## config.mk

```make
export PLATFORM = sky130hd
export DESIGN_NAME = morse_sender
export DESIGN_NICKNAME = d
export VERILOG_FILES = /design/src/rtl/morse_sender.sv
export SDC_FILE = /design/constraint.sdc
export NUM_CORES = 1
export LEC_CHECK = 0
export CAP_MARGIN = 15
export CORE_MARGIN = 4
export CORE_UTILIZATION = 55
export DETAILED_ROUTE_END_ITERATION = 10
export DONT_BUFFER_PORTS = 1
export MAX_ROUTING_LAYER = met4
export PLACE_DENSITY = 0.74
export SYNTH_ARGS = -nofsm -noshare
export SYNTH_HDL_FRONTEND = slang
export SYNTH_SLANG_ARGS = --single-unit
export TNS_END_PERCENT = 100
```

## constraint.sdc

```tcl
create_clock -name ClockIn -period 4.3 [get_ports ClockIn]
set_input_delay 0.43 -clock ClockIn [delete_from_list [all_inputs] [get_ports ClockIn]]
set_output_delay 0.43 -clock ClockIn [all_outputs]
set_load 0.01 [all_outputs]
```

## src/rtl/morse_sender.sv

```systemverilog
// ---------------------------------------------------------------------------
// morse_sender
//
// Serialises the Morse code of one letter (A..H) onto a single LED level,
// advancing one Morse time unit for every Tick pulse from the rate divider.
//
// Parameters
//   PATTERN_W  width of the pattern shift register (>= 11)
//   LEN_W      width of the remaining-length counter (must hold PATTERN_W)
//
// Ports
//   ClockIn      system clock
//   Reset        synchronous, active-high reset
//   Tick         one-cycle enable; one Morse time unit per Tick
//   Start        send request, level-sampled while idle
//   Letter       letter select, 0=A .. 7=H, sampled on the Start edge only
//   MorseOut     serial Morse level, 1 = LED on (registered)
//   Busy         high while a letter is in progress (registered)
//   Done         one-cycle pulse when a letter completes (registered)
//   o_dbg_state  current FSM state, for observation only
//
// Handshake: Start is a level request accepted only in IDLE; Busy rises on
// the accepting edge and falls on the same edge Done pulses. Start seen while
// Busy is ignored.
//
// Optional build macro: MORSE_SENDER_REPEAT_EN
//   When defined, holding Start through the end of a letter inserts a
//   3-unit inter-letter gap and then resends the letter currently on Letter,
//   keeping Busy high. Done pulses once per letter.
// ---------------------------------------------------------------------------
module morse_sender #(
   parameter int PATTERN_W = 12,
   parameter int LEN_W     = 4
) (
   input  logic       ClockIn,
   input  logic       Reset,
   input  logic       Tick,
   input  logic       Start,
   input  logic [2:0] Letter,
   output logic       MorseOut,
   output logic       Busy,
   output logic       Done,
   output logic [2:0] o_dbg_state
);

   typedef enum logic [2:0] {
      S_IDLE  = 3'd0,
      S_ARMED = 3'd1,
      S_SEND  = 3'd2,
      S_TAIL  = 3'd3
`ifdef MORSE_SENDER_REPEAT_EN
      ,
      S_GAP   = 3'd4
`endif
   } state_t;

   state_t               r_state;
   logic [PATTERN_W-1:0] r_shift;
   logic [LEN_W-1:0]     r_len;
   logic                 r_morse;
   logic                 r_busy;
   logic                 r_done;

   state_t               w_state_nx;
   logic [PATTERN_W-1:0] w_shift_nx;
   logic [LEN_W-1:0]     w_len_nx;
   logic                 w_morse_nx;
   logic                 w_busy_nx;
   logic                 w_done_nx;

   // Pattern ROM: LSB is the first unit transmitted, upper bits zero.
   function automatic logic [PATTERN_W-1:0] f_pattern(input logic [2:0] letter);
      logic [PATTERN_W-1:0] pat;
      case (letter)
         3'd0:    pat = PATTERN_W'(11'b000_0001_1101); // A 10111
         3'd1:    pat = PATTERN_W'(11'b001_0101_0111); // B 111010101
         3'd2:    pat = PATTERN_W'(11'b101_1101_0111); // C 11101011101
         3'd3:    pat = PATTERN_W'(11'b000_0101_0111); // D 1110101
         3'd4:    pat = PATTERN_W'(11'b000_0000_0001); // E 1
         3'd5:    pat = PATTERN_W'(11'b001_0111_0101); // F 101011101
         3'd6:    pat = PATTERN_W'(11'b001_0111_0111); // G 111011101
         default: pat = PATTERN_W'(11'b000_0101_0101); // H 1010101
      endcase
      return pat;
   endfunction

   function automatic logic [LEN_W-1:0] f_length(input logic [2:0] letter);
      logic [LEN_W-1:0] len;
      case (letter)
         3'd0:    len = LEN_W'(5);
         3'd1:    len = LEN_W'(9);
         3'd2:    len = LEN_W'(11);
         3'd3:    len = LEN_W'(7);
         3'd4:    len = LEN_W'(1);
         3'd5:    len = LEN_W'(9);
         3'd6:    len = LEN_W'(9);
         default: len = LEN_W'(7);
      endcase
      return len;
   endfunction

   // State and all outputs are registered, so nothing reaches the outputs
   // combinationally from the inputs.
   always_ff @(posedge ClockIn) begin
      if (Reset) begin
         r_state <= S_IDLE;
         r_shift <= '0;
         r_len   <= '0;
         r_morse <= 1'b0;
         r_busy  <= 1'b0;
         r_done  <= 1'b0;
      end else begin
         r_state <= w_state_nx;
         r_shift <= w_shift_nx;
         r_len   <= w_len_nx;
         r_morse <= w_morse_nx;
         r_busy  <= w_busy_nx;
         r_done  <= w_done_nx;
      end
   end

   always_comb begin
      w_state_nx = r_state;
      w_shift_nx = r_shift;
      w_len_nx   = r_len;
      w_morse_nx = r_morse;
      w_busy_nx  = r_busy;
      w_done_nx  = 1'b0;

      case (r_state)
         S_IDLE: begin
            w_morse_nx = 1'b0;
            w_busy_nx  = 1'b0;
            if (Start) begin
               w_shift_nx = f_pattern(Letter);
               w_len_nx   = f_length(Letter);
               w_busy_nx  = 1'b1;
               w_state_nx = S_ARMED;
            end
         end

         // Entered on the Start edge, so a Tick on that same edge is never
         // seen here; the first unit goes out on the following Tick.
         S_ARMED: begin
            if (Tick) begin
               w_morse_nx = r_shift[0];
               w_shift_nx = r_shift >> 1;
               w_len_nx   = r_len - LEN_W'(1);
               w_state_nx = S_SEND;
            end
         end

         // The Tick that finds length==0 is the one that ends the last unit,
         // so every unit, including the last, lasts a full Tick period.
         S_SEND: begin
            if (Tick) begin
               if (r_len != '0) begin
                  w_morse_nx = r_shift[0];
                  w_shift_nx = r_shift >> 1;
                  w_len_nx   = r_len - LEN_W'(1);
               end else begin
                  w_morse_nx = 1'b0;
`ifdef MORSE_SENDER_REPEAT_EN
                  if (Start) begin
                     // This Tick is gap unit 1; r_len now counts the
                     // remaining gap units before the gap-end Tick.
                     w_len_nx   = LEN_W'(1);
                     w_state_nx = S_GAP;
                  end else begin
                     w_state_nx = S_TAIL;
                  end
`else
                  w_state_nx = S_TAIL;
`endif
               end
            end
         end

         S_TAIL: begin
            w_done_nx  = 1'b1;
            w_busy_nx  = 1'b0;
            w_state_nx = S_IDLE;
         end

`ifdef MORSE_SENDER_REPEAT_EN
         // Gap units 2 and 3. On the gap-end Tick the previous letter is
         // complete: either reload and rearm (Done pulses here) or finish
         // through TAIL (which pulses Done itself).
         S_GAP: begin
            w_morse_nx = 1'b0;
            if (Tick) begin
               if (r_len != '0) begin
                  w_len_nx = r_len - LEN_W'(1);
               end else if (Start) begin
                  w_shift_nx = f_pattern(Letter);
                  w_len_nx   = f_length(Letter);
                  w_done_nx  = 1'b1;
                  w_state_nx = S_ARMED;
               end else begin
                  w_state_nx = S_TAIL;
               end
            end
         end
`endif

         default: begin
            w_morse_nx = 1'b0;
            w_busy_nx  = 1'b0;
            w_state_nx = S_IDLE;
         end
      endcase
   end

   assign MorseOut    = r_morse;
   assign Busy        = r_busy;
   assign Done        = r_done;
   assign o_dbg_state = r_state;

endmodule

```

==> impl_metrics.prom, run 1 <==
# TYPE chip_impl_metric gauge
chip_impl_metric{name="fin_hold_ws",unit="ns"} 0.1696
chip_impl_metric{name="final.setup.worst_slack",unit="ns"} 2.105
chip_impl_metric{name="synth_nets",unit=""} 137
chip_impl_metric{name="clk_transition_reported_paths",unit="ns"} 0.12
chip_impl_metric{name="die_area",unit="um^2"} 2798
chip_impl_metric{name="die_height",unit="um"} 52.90
chip_impl_metric{name="first_global_vias",unit=""} 716
chip_impl_info{name="layout.cells.most_common",value="dfxtp_1"} 1
chip_impl_metric{name="post_dp_cell_area",unit="um^2"} 1095
chip_impl_metric{name="stdcell_area",unit="um^2"} 1147
chip_impl_metric{name="area_growth",unit="%"} 3.499
chip_impl_info{name="timing.critical_path.slowest_stage_cell",value="ha_1"} 1
chip_impl_info{name="netlist.top_cell.by_area",value="dfxtp_1"} 1
chip_impl_metric{name="portBuffers",unit=""} 0
chip_impl_metric{name="cts_num_sinks",unit=""} 20
chip_impl_metric{name="cp_max_fo",unit=""} 26
chip_impl_info{name="mostFrequentLayoutCells",value="dfxtp_1, nor2_1, a21oi_1"} 1
chip_impl_metric{name="place_worst_setup_slack",unit="ns"} 2.194
chip_impl_info{name="crit_chain",value="inv_1, ha_1, mux2_2, a211oi_2"} 1
chip_impl_metric{name="vdd_drop_max",unit="mV"} 0.4830
chip_impl_metric{name="layout_min_cycle_time",unit="ns"} 2.195
chip_impl_metric{name="cp.arrival",unit="ns"} 2.42
chip_impl_metric{name="syn-instance-count",unit=""} 124
chip_impl_metric{name="slew-limit-headroom",unit="%"} 48.21
chip_impl_metric{name="core_region_area",unit="um^2"} 1821
chip_impl_metric{name="first_pass_grt_wire_length",unit="mm"} 3.284
chip_impl_metric{name="detail-route-antenna-nets",unit=""} 0
chip_impl_metric{name="groute.usage.overall",unit="%"} 16.67
chip_impl_metric{name="grt_remaining_overflow",unit=""} 0
chip_impl_metric{name="gp_congestion",unit=""} 0.7786
chip_impl_metric{name="finalSetupViolations",unit=""} 0
chip_impl_metric{name="drt-total-wl",unit="mm"} 1.988
chip_impl_metric{name="drt_iter0_drc",unit=""} 11
chip_impl_metric{name="cp.required",unit="ns"} 4.52
chip_impl_metric{name="drt_drc_violations_left",unit=""} 0
chip_impl_metric{name="cts.hold.buffers_added",unit=""} 0
chip_impl_metric{name="syn-cell-area",unit="um^2"} 1109
chip_impl_metric{name="drt_pass1_iterations",unit=""} 4
chip_impl_metric{name="finalNetCount",unit=""} 134
chip_impl_metric{name="antenna_found_initial",unit=""} 0
chip_impl_metric{name="yosys.cell_types.count",unit=""} 35
chip_impl_metric{name="final-hold-violation-count",unit=""} 0
chip_impl_metric{name="antenna_cell_count",unit=""} 0
chip_impl_metric{name="drt-vias-per-instance",unit=""} 5.531
chip_impl_metric{name="grt_start_max_net_pins",unit=""} 27
chip_impl_info{name="grt_setup_unrepaired",value="no"} 1
chip_impl_metric{name="inserted_clock_buffers",unit=""} 3
chip_impl_metric{name="drv.max_cap_violation_count",unit=""} 0
chip_impl_metric{name="timing.critical_path.slowest_cell_delay",unit="ns"} 0.82
chip_impl_metric{name="design.portCount",unit=""} 13
chip_impl_info{name="startpoint_type",value="flip-flop"} 1
chip_impl_info{name="timing.setup.critical_path_class",value="flip-flop to flip-flop"} 1
chip_impl_info{name="status",value="finished, final reports clean"} 1
chip_impl_info{name="cells_taking_the_most_area_after_synthesis",value="dfxtp_1, ha_1, mux2i_1"} 1
chip_impl_metric{name="finalNonFillerCells",unit=""} 145
chip_impl_metric{name="setup_tns",unit="ns"} 0
chip_impl_metric{name="detailed_place_hpwl",unit="mm"} 1.352
chip_impl_info{name="cpLargestDelayFamily",value="adder cells"} 1
chip_impl_metric{name="min_period_over_period",unit="%"} 51.04
chip_impl_metric{name="fin_worst_skew",unit="ns"} 0.006720
chip_impl_metric{name="ys_ff_latch",unit=""} 20
chip_impl_metric{name="die_width",unit="um"} 52.90
chip_impl_metric{name="synth.yosys.warnings",unit=""} 0
chip_impl_metric{name="critical_path.n_buffers_inverters",unit=""} 1
chip_impl_info{name="setup.worst_path.end_class",value="flip-flop"} 1
chip_impl_metric{name="tightest_slew",unit="ns"} 0.7768
chip_impl_info{name="hold_crit_path_type",value="input pin to flip-flop"} 1
chip_impl_metric{name="via_count",unit=""} 802
chip_impl_metric{name="post_cts_resize_count",unit=""} 0
chip_impl_metric{name="avgSynthCellArea",unit="um^2"} 8.940
chip_impl_metric{name="max_clock_freq",unit="MHz"} 455.6
chip_impl_metric{name="timing_max_transition_violations_final",unit=""} 0
chip_impl_metric{name="placed_cells",unit=""} 141
chip_impl_metric{name="clock_latency_reported_for_the_late_side_of_the_worst_skew_pair",unit="ns"} 0.30
chip_impl_metric{name="static-leakage-power",unit="nW"} 0.4525
chip_impl_info{name="ctsRootBufferMaster",value="clkbuf_4"} 1
chip_impl_metric{name="share_of_the_yosys_chip_area_belonging_to_registers",unit="%"} 36.12
chip_impl_metric{name="post_route_cells_drive_above_1_share",unit="%"} 13.33
chip_impl_metric{name="post-synth-top-area-fraction",unit="%"} 36.12
chip_impl_metric{name="cts_setup_buffers",unit=""} 0
chip_impl_metric{name="cts.htree.levels",unit=""} 1
chip_impl_metric{name="power.density",unit="nW/um^2"} 851.4
chip_impl_metric{name="rows",unit=""} 15
chip_impl_metric{name="routed_wire_length_per_instance",unit="um"} 13.71
chip_impl_metric{name="clock_tree.buffer_depth",unit=""} 2
chip_impl_metric{name="floorplan.initialDensity",unit="%"} 60.89
chip_impl_info{name="tritoncts",value="done"} 1
[per-layer routing]
layer / GRT usage, % / vias up / wire [um]
met1: 19.97 / 364 / 926
li1: - / 421 / -
met2: 26.65 / 13 / 961
met4: 6.383 / 0 / 29
met3: 4.507 / 4 / 70
met5: - / - / 0
[final cells by class]
| type | count | area [um^2] |
|---|---|---|
| flip-flops and latches | 20 | 400.4 |
| repair buffers | 1 | 7.507 |
| clock buffers | 3 | 22.52 |
| multi-input cells | 87 | 625.6 |
| fillers | 166 | 673.1 |
| well taps | 25 | 31.28 |
| inverters | 8 | 30.03 |
| clock inverters | 1 | 30.03 |
[worst register-to-register path, cell delays in order, from the launching register on]
cell      delay [ns]
dfxtp_1         0.50
inv_1           0.13
ha_1            0.82
mux2_2          0.44
a211oi_2        0.23
[report_power, final]
group          total [mW]  switching [mW]  internal, mW
combinational       0.502           0.279         0.223
clock               0.154          0.0596        0.0942
sequential          0.321          0.0642         0.257
total               0.977           0.403         0.574
[state kept, by name (all words and copies together), names as in the netlist]
name	count
Done	1
o_dbg_state	2
r_shift	11
r_len	4
Busy	1
MorseOut	1
[cells by family after synthesis]
group                    synth area share (%)
other                                  0.3383
buffers and inverters                   7.449
AO/OA/AOI/OAI                           18.85
multiplexers                            7.337
flip-flops                              36.12
adder cells (fa/ha/maj)                 6.772
AND/OR/NAND/NOR                         21.56
XOR/XNOR                                1.580
[path summary, 6_finish.rpt]
kind / from / endpoint / slack (ns) / depth (start not counted)
worst min register to register: r_shift[9]$_SDFFE_PP0P_ / r_shift[9]$_SDFFE_PP0P_ / 0.47 / 2
worst max register to register: o_dbg_state[0]$_SDFFE_PP0P_ / r_len[1]$_SDFFE_PP0P_ / 2.11 / 4
worst min-delay path: Reset / r_shift[7]$_SDFFE_PP0P_ / 0.17 / 1
worst max-delay path: o_dbg_state[0]$_SDFFE_PP0P_ / r_len[1]$_SDFFE_PP0P_ / 2.11 / 4
[metrics by stage]
| stage | total power [mW] | util (%) |
|---|---|---|
| floorplan | 0.7634 | - |
| global placement | 0.7991 | 60.14 |
| detailed placement | 0.8183 | 60.14 |
| CTS | 0.9793 | 63.02 |
| global route | 1.054 | 63.02 |
| finish | 0.9768 | 63.02 |
[cell usage after synthesis, drive strengths merged]
cell	count
a31oi	1
clkbuf	6
o21ba	1
or3	1
dfxtp	20
nor3	1
nand2	4
a21oi	12
o31ai	1
and4bb	1
nand3b	1
nor4	1
conb	1
buf	3
a22oi	1
nor2	17
nand2b	5
nor4b	2
o21a	1
ha	6
nand3	4
o311a	1
o21ai	3
nor2b	2
inv	8
mux2i	7
mux2	1
a211oi	6
or4	2
or3b	1
xnor2	2
a311oi	1
Note: power is estimated with default switching activity, not from simulation.
==> run 2, diff against run 1 <==
--- a/config.mk
+++ b/config.mk
@@ -5,6 +5,7 @@
 export SDC_FILE = /design/constraint.sdc
 export NUM_CORES = 1
 export LEC_CHECK = 0
+export ABC_AREA = 1
 export CAP_MARGIN = 15
 export CORE_MARGIN = 4
 export CORE_UTILIZATION = 55
==> constraint.sdc (replaced) <==
create_clock -name ClockIn -period 2.2 [get_ports ClockIn]
set_input_delay 0.22 -clock ClockIn [delete_from_list [all_inputs] [get_ports ClockIn]]
set_output_delay 0.22 -clock ClockIn [all_outputs]
set_load 0.01 [all_outputs]
==> impl_metrics.prom, run 2 <==
# TYPE chip_impl_metric gauge
chip_impl_info{name="grt_setup_unrepaired",value="no"} 1
chip_impl_info{name="hold_crit_path_type",value="input pin to flip-flop"} 1
chip_impl_metric{name="antenna_found_initial",unit=""} 0
chip_impl_metric{name="timing_max_transition_violations_final",unit=""} 0
chip_impl_metric{name="max_clock_freq",unit="MHz"} 541.9
chip_impl_metric{name="via_count",unit=""} 1034
chip_impl_metric{name="drt_iter0_drc",unit=""} 25
chip_impl_metric{name="place_worst_setup_slack",unit="ns"} 0.4030
chip_impl_metric{name="final.setup.worst_slack",unit="ns"} 0.3546
chip_impl_metric{name="drt_drc_violations_left",unit=""} 0
chip_impl_metric{name="cp.arrival",unit="ns"} 2.08
chip_impl_metric{name="setup_tns",unit="ns"} 0
chip_impl_metric{name="vdd_drop_max",unit="mV"} 0.8237
chip_impl_metric{name="synth-edff-count",unit=""} 0
chip_impl_metric{name="first_global_vias",unit=""} 978
chip_impl_metric{name="yosys.cell_types.count",unit=""} 19
chip_impl_metric{name="drt_pass1_iterations",unit=""} 4
chip_impl_metric{name="synth_nets",unit=""} 197
chip_impl_metric{name="syn-instance-count",unit=""} 184
chip_impl_metric{name="finalNonFillerCells",unit=""} 212
chip_impl_metric{name="clock_tree.buffer_depth",unit=""} 2
chip_impl_metric{name="final-hold-violation-count",unit=""} 0
chip_impl_metric{name="core_region_area",unit="um^2"} 1962
chip_impl_metric{name="antenna_cell_count",unit=""} 0
chip_impl_metric{name="static-leakage-power",unit="nW"} 0.6195
chip_impl_metric{name="placed_cells",unit=""} 208
chip_impl_info{name="ys.flop_type",value="dfxtp_1"} 1
chip_impl_metric{name="ff2ff_setup_slack",unit="ns"} 0.35
chip_impl_info{name="largest_register",value="r_shift"} 1
chip_impl_metric{name="largest_reg_flops",unit=""} 11
chip_impl_metric{name="floorplan.initialDensity",unit="%"} 58.48
chip_impl_info{name="synth_top_cells_by_count",value="nand2_1, nor2_1, inv_1, dfxtp_1, nand3_1"} 1
chip_impl_metric{name="design.portCount",unit=""} 13
chip_impl_info{name="r2r-end",value="r_shift[10]$_SDFFE_PP0P_"} 1
chip_impl_metric{name="grt_start_max_net_pins",unit=""} 20
chip_impl_metric{name="groute.usage.overall",unit="%"} 19.48
chip_impl_metric{name="cp_max_fo",unit=""} 9
chip_impl_metric{name="clock_latency_reported_for_the_late_side_of_the_worst_skew_pair",unit="ns"} 0.29
chip_impl_info{name="timing.setup.critical_path_class",value="flip-flop to flip-flop"} 1
chip_impl_metric{name="gp_congestion",unit=""} 0.8346
chip_impl_metric{name="detailed_place_hpwl",unit="mm"} 1.702
chip_impl_metric{name="cts_num_sinks",unit=""} 20
chip_impl_metric{name="ys_async_sr_fraction",unit="%"} 0
chip_impl_metric{name="power.density",unit="nW/um^2"} 1570
chip_impl_metric{name="inserted_clock_buffers",unit=""} 3
chip_impl_metric{name="post-synth-top-area-fraction",unit="%"} 34.90
chip_impl_metric{name="rows",unit=""} 16
chip_impl_info{name="setup.worst_path.end_class",value="flip-flop"} 1
chip_impl_metric{name="finalSetupViolations",unit=""} 0
chip_impl_metric{name="drv.max_cap_violation_count",unit=""} 0
chip_impl_metric{name="die_area",unit="um^2"} 2881
chip_impl_info{name="holdCritStartpoint",value="Start"} 1
chip_impl_metric{name="r2r_cells",unit=""} 7
chip_impl_metric{name="drt-total-wl",unit="mm"} 2.221
chip_impl_metric{name="share_of_the_yosys_chip_area_belonging_to_registers",unit="%"} 34.90
chip_impl_metric{name="portBuffers",unit=""} 0
chip_impl_metric{name="min_period_over_period",unit="%"} 83.88
chip_impl_metric{name="post-route-util",unit="%"} 60.78
chip_impl_metric{name="routed_wire_length_per_instance",unit="um"} 10.48
chip_impl_metric{name="first_pass_grt_wire_length",unit="mm"} 4.022
chip_impl_metric{name="die_width",unit="um"} 53.68
chip_impl_metric{name="post_route_cells_drive_above_1_share",unit="%"} 4.324
chip_impl_info{name="tritoncts",value="done"} 1
chip_impl_metric{name="hold-path-cell-count",unit=""} 2
chip_impl_metric{name="finalPower",unit="mW"} 1.872
chip_impl_info{name="synth.most_common_cell",value="nand2_1"} 1
chip_impl_metric{name="synth.yosys.warnings",unit=""} 0
chip_impl_info{name="status",value="finished, final reports clean"} 1
chip_impl_metric{name="clk_transition_reported_paths",unit="ns"} 0.10
chip_impl_metric{name="avgSynthCellArea",unit="um^2"} 6.236
chip_impl_info{name="min_to",value="Busy$_SDFFE_PP0P_"} 1
chip_impl_metric{name="die_height",unit="um"} 53.68
chip_impl_metric{name="post_cts_resize_count",unit=""} 0
chip_impl_metric{name="syn-cell-area",unit="um^2"} 1147
chip_impl_metric{name="grt_remaining_overflow",unit=""} 0
chip_impl_metric{name="finalNetCount",unit=""} 200
chip_impl_metric{name="ys_ff_latch",unit=""} 20
chip_impl_metric{name="drt-vias-per-instance",unit=""} 4.877
chip_impl_info{name="r2r_start",value="o_dbg_state[1]$_SDFFE_PP0P_"} 1
chip_impl_metric{name="cp.required",unit="ns"} 2.43
chip_impl_info{name="netlist.top_cell.by_area",value="dfxtp_1"} 1
chip_impl_info{name="startpoint_type",value="flip-flop"} 1
chip_impl_info{name="cells_taking_the_most_area_after_synthesis",value="dfxtp_1, nand2_1, nor2_1"} 1
chip_impl_info{name="layout.cells.most_common",value="nand2_1"} 1
chip_impl_metric{name="area_growth",unit="%"} 3.926
chip_impl_metric{name="detail-route-antenna-nets",unit=""} 0
chip_impl_info{name="mostFrequentLayoutCells",value="nand2_1, nor2_1, inv_1"} 1
chip_impl_metric{name="fin_worst_skew",unit="ns"} 0.005188
chip_impl_metric{name="layout_min_cycle_time",unit="ns"} 1.845
chip_impl_info{name="ctsRootBufferMaster",value="clkbuf_4"} 1
chip_impl_metric{name="cts.htree.levels",unit=""} 1
-- run 2: cell count changes in the layout (fill, tap and decap cells not counted), moves of 2 or more --
cell,previous run,this run
nand2b_1,5,0
a211oi_2,5,0
nand2_1,4,53
nand3_1,4,10
o21ai_0,3,7
nor2_1,16,49
nor2b_1,2,0
a21oi_1,12,4
or4_1,2,0
inv_1,8,23
nor4b_1,2,0
xnor2_1,2,0
mux2i_1,7,0
-- run 2: stage by stage --
step / cell area, um^2 / hold slack (ns)
finish: 1192 / 0.1123
global route: 1192 / 0.1247
CTS: 1192 / 0.1028
detailed placement: 1160 / 0.2941
global placement: 1160 / 0.2917
floorplan: 1147 / 0.2891
-- run 2: area by class of cell --
type | count | area [um^2]
fillers | 206 | 769.5
multi-input cells | 136 | 628.1
inverters | 24 | 90.09
clock buffers | 3 | 22.52
flip-flops and latches | 20 | 400.4
well taps | 27 | 33.78
repair buffers | 2 | 17.52
-- run 2: worst max-delay path by stage --
stage                                      from                  endpoint  slack (ns)  depth (start not counted)
finish              o_dbg_state[1]$_SDFFE_PP0P_  r_shift[10]$_SDFFE_PP0P_        0.35                          7
global route        o_dbg_state[1]$_SDFFE_PP0P_  r_shift[10]$_SDFFE_PP0P_        0.20                          7
CTS                 o_dbg_state[1]$_SDFFE_PP0P_  r_shift[10]$_SDFFE_PP0P_        0.38                          7
detailed placement  o_dbg_state[0]$_SDFFE_PP0P_  r_shift[10]$_SDFFE_PP0P_        0.40                          7
global placement    o_dbg_state[0]$_SDFFE_PP0P_  r_shift[10]$_SDFFE_PP0P_        0.47                          7
floorplan           o_dbg_state[0]$_SDFFE_PP0P_   r_shift[4]$_SDFFE_PP0P_        0.63                          7
-- run 2: critical path: stages, from the launching register on --
cell and delay [ns]:
dfxtp_1 0.51, inv_1 0.11, ha_1 0.43, nor2_1 0.26, nand3b_1 0.11, nand4_1 0.15, nand2_1 0.10, nor2_1 0.12
-- run 2: layer usage --
| layer | part of all wire (%) | GRT usage [%] |
|---|---|---|
| met2 | 46 | 30.85 |
| met3 | 3.2 | 3.601 |
| met1 | 50 | 24.16 |
| met5 | 0 | - |
| met4 | 0.68 | 8.085 |
-- run 2: power by group --
group | leakage (nW) | switching, mW | internal (mW)
combinational | 0.440 | 0.701 | 0.378
clock | 0.0138 | 0.0984 | 0.0637
sequential | 0.166 | 0.115 | 0.515
-- run 2: timing repair --
item,in CTS,in global routing
hold buffers,1,0
endpoints found under the hold margin,3,0
buffers inserted,0,0
-- run 2: logic make-up (layout without fill, tap and decap cells) --
logic type | Yosys count | after routing | share of synthesized area (%)
AND/OR/NAND/NOR | 116 | 116 | 41.66
buffers and inverters | 28 | 29 | 10.36
flip-flops | 20 | 20 | 34.90
AO/OA/AOI/OAI | 13 | 13 | 6.216
adder cells (fa/ha/maj) | 6 | 6 | 6.543
other | 1 | 1 | 0.3268
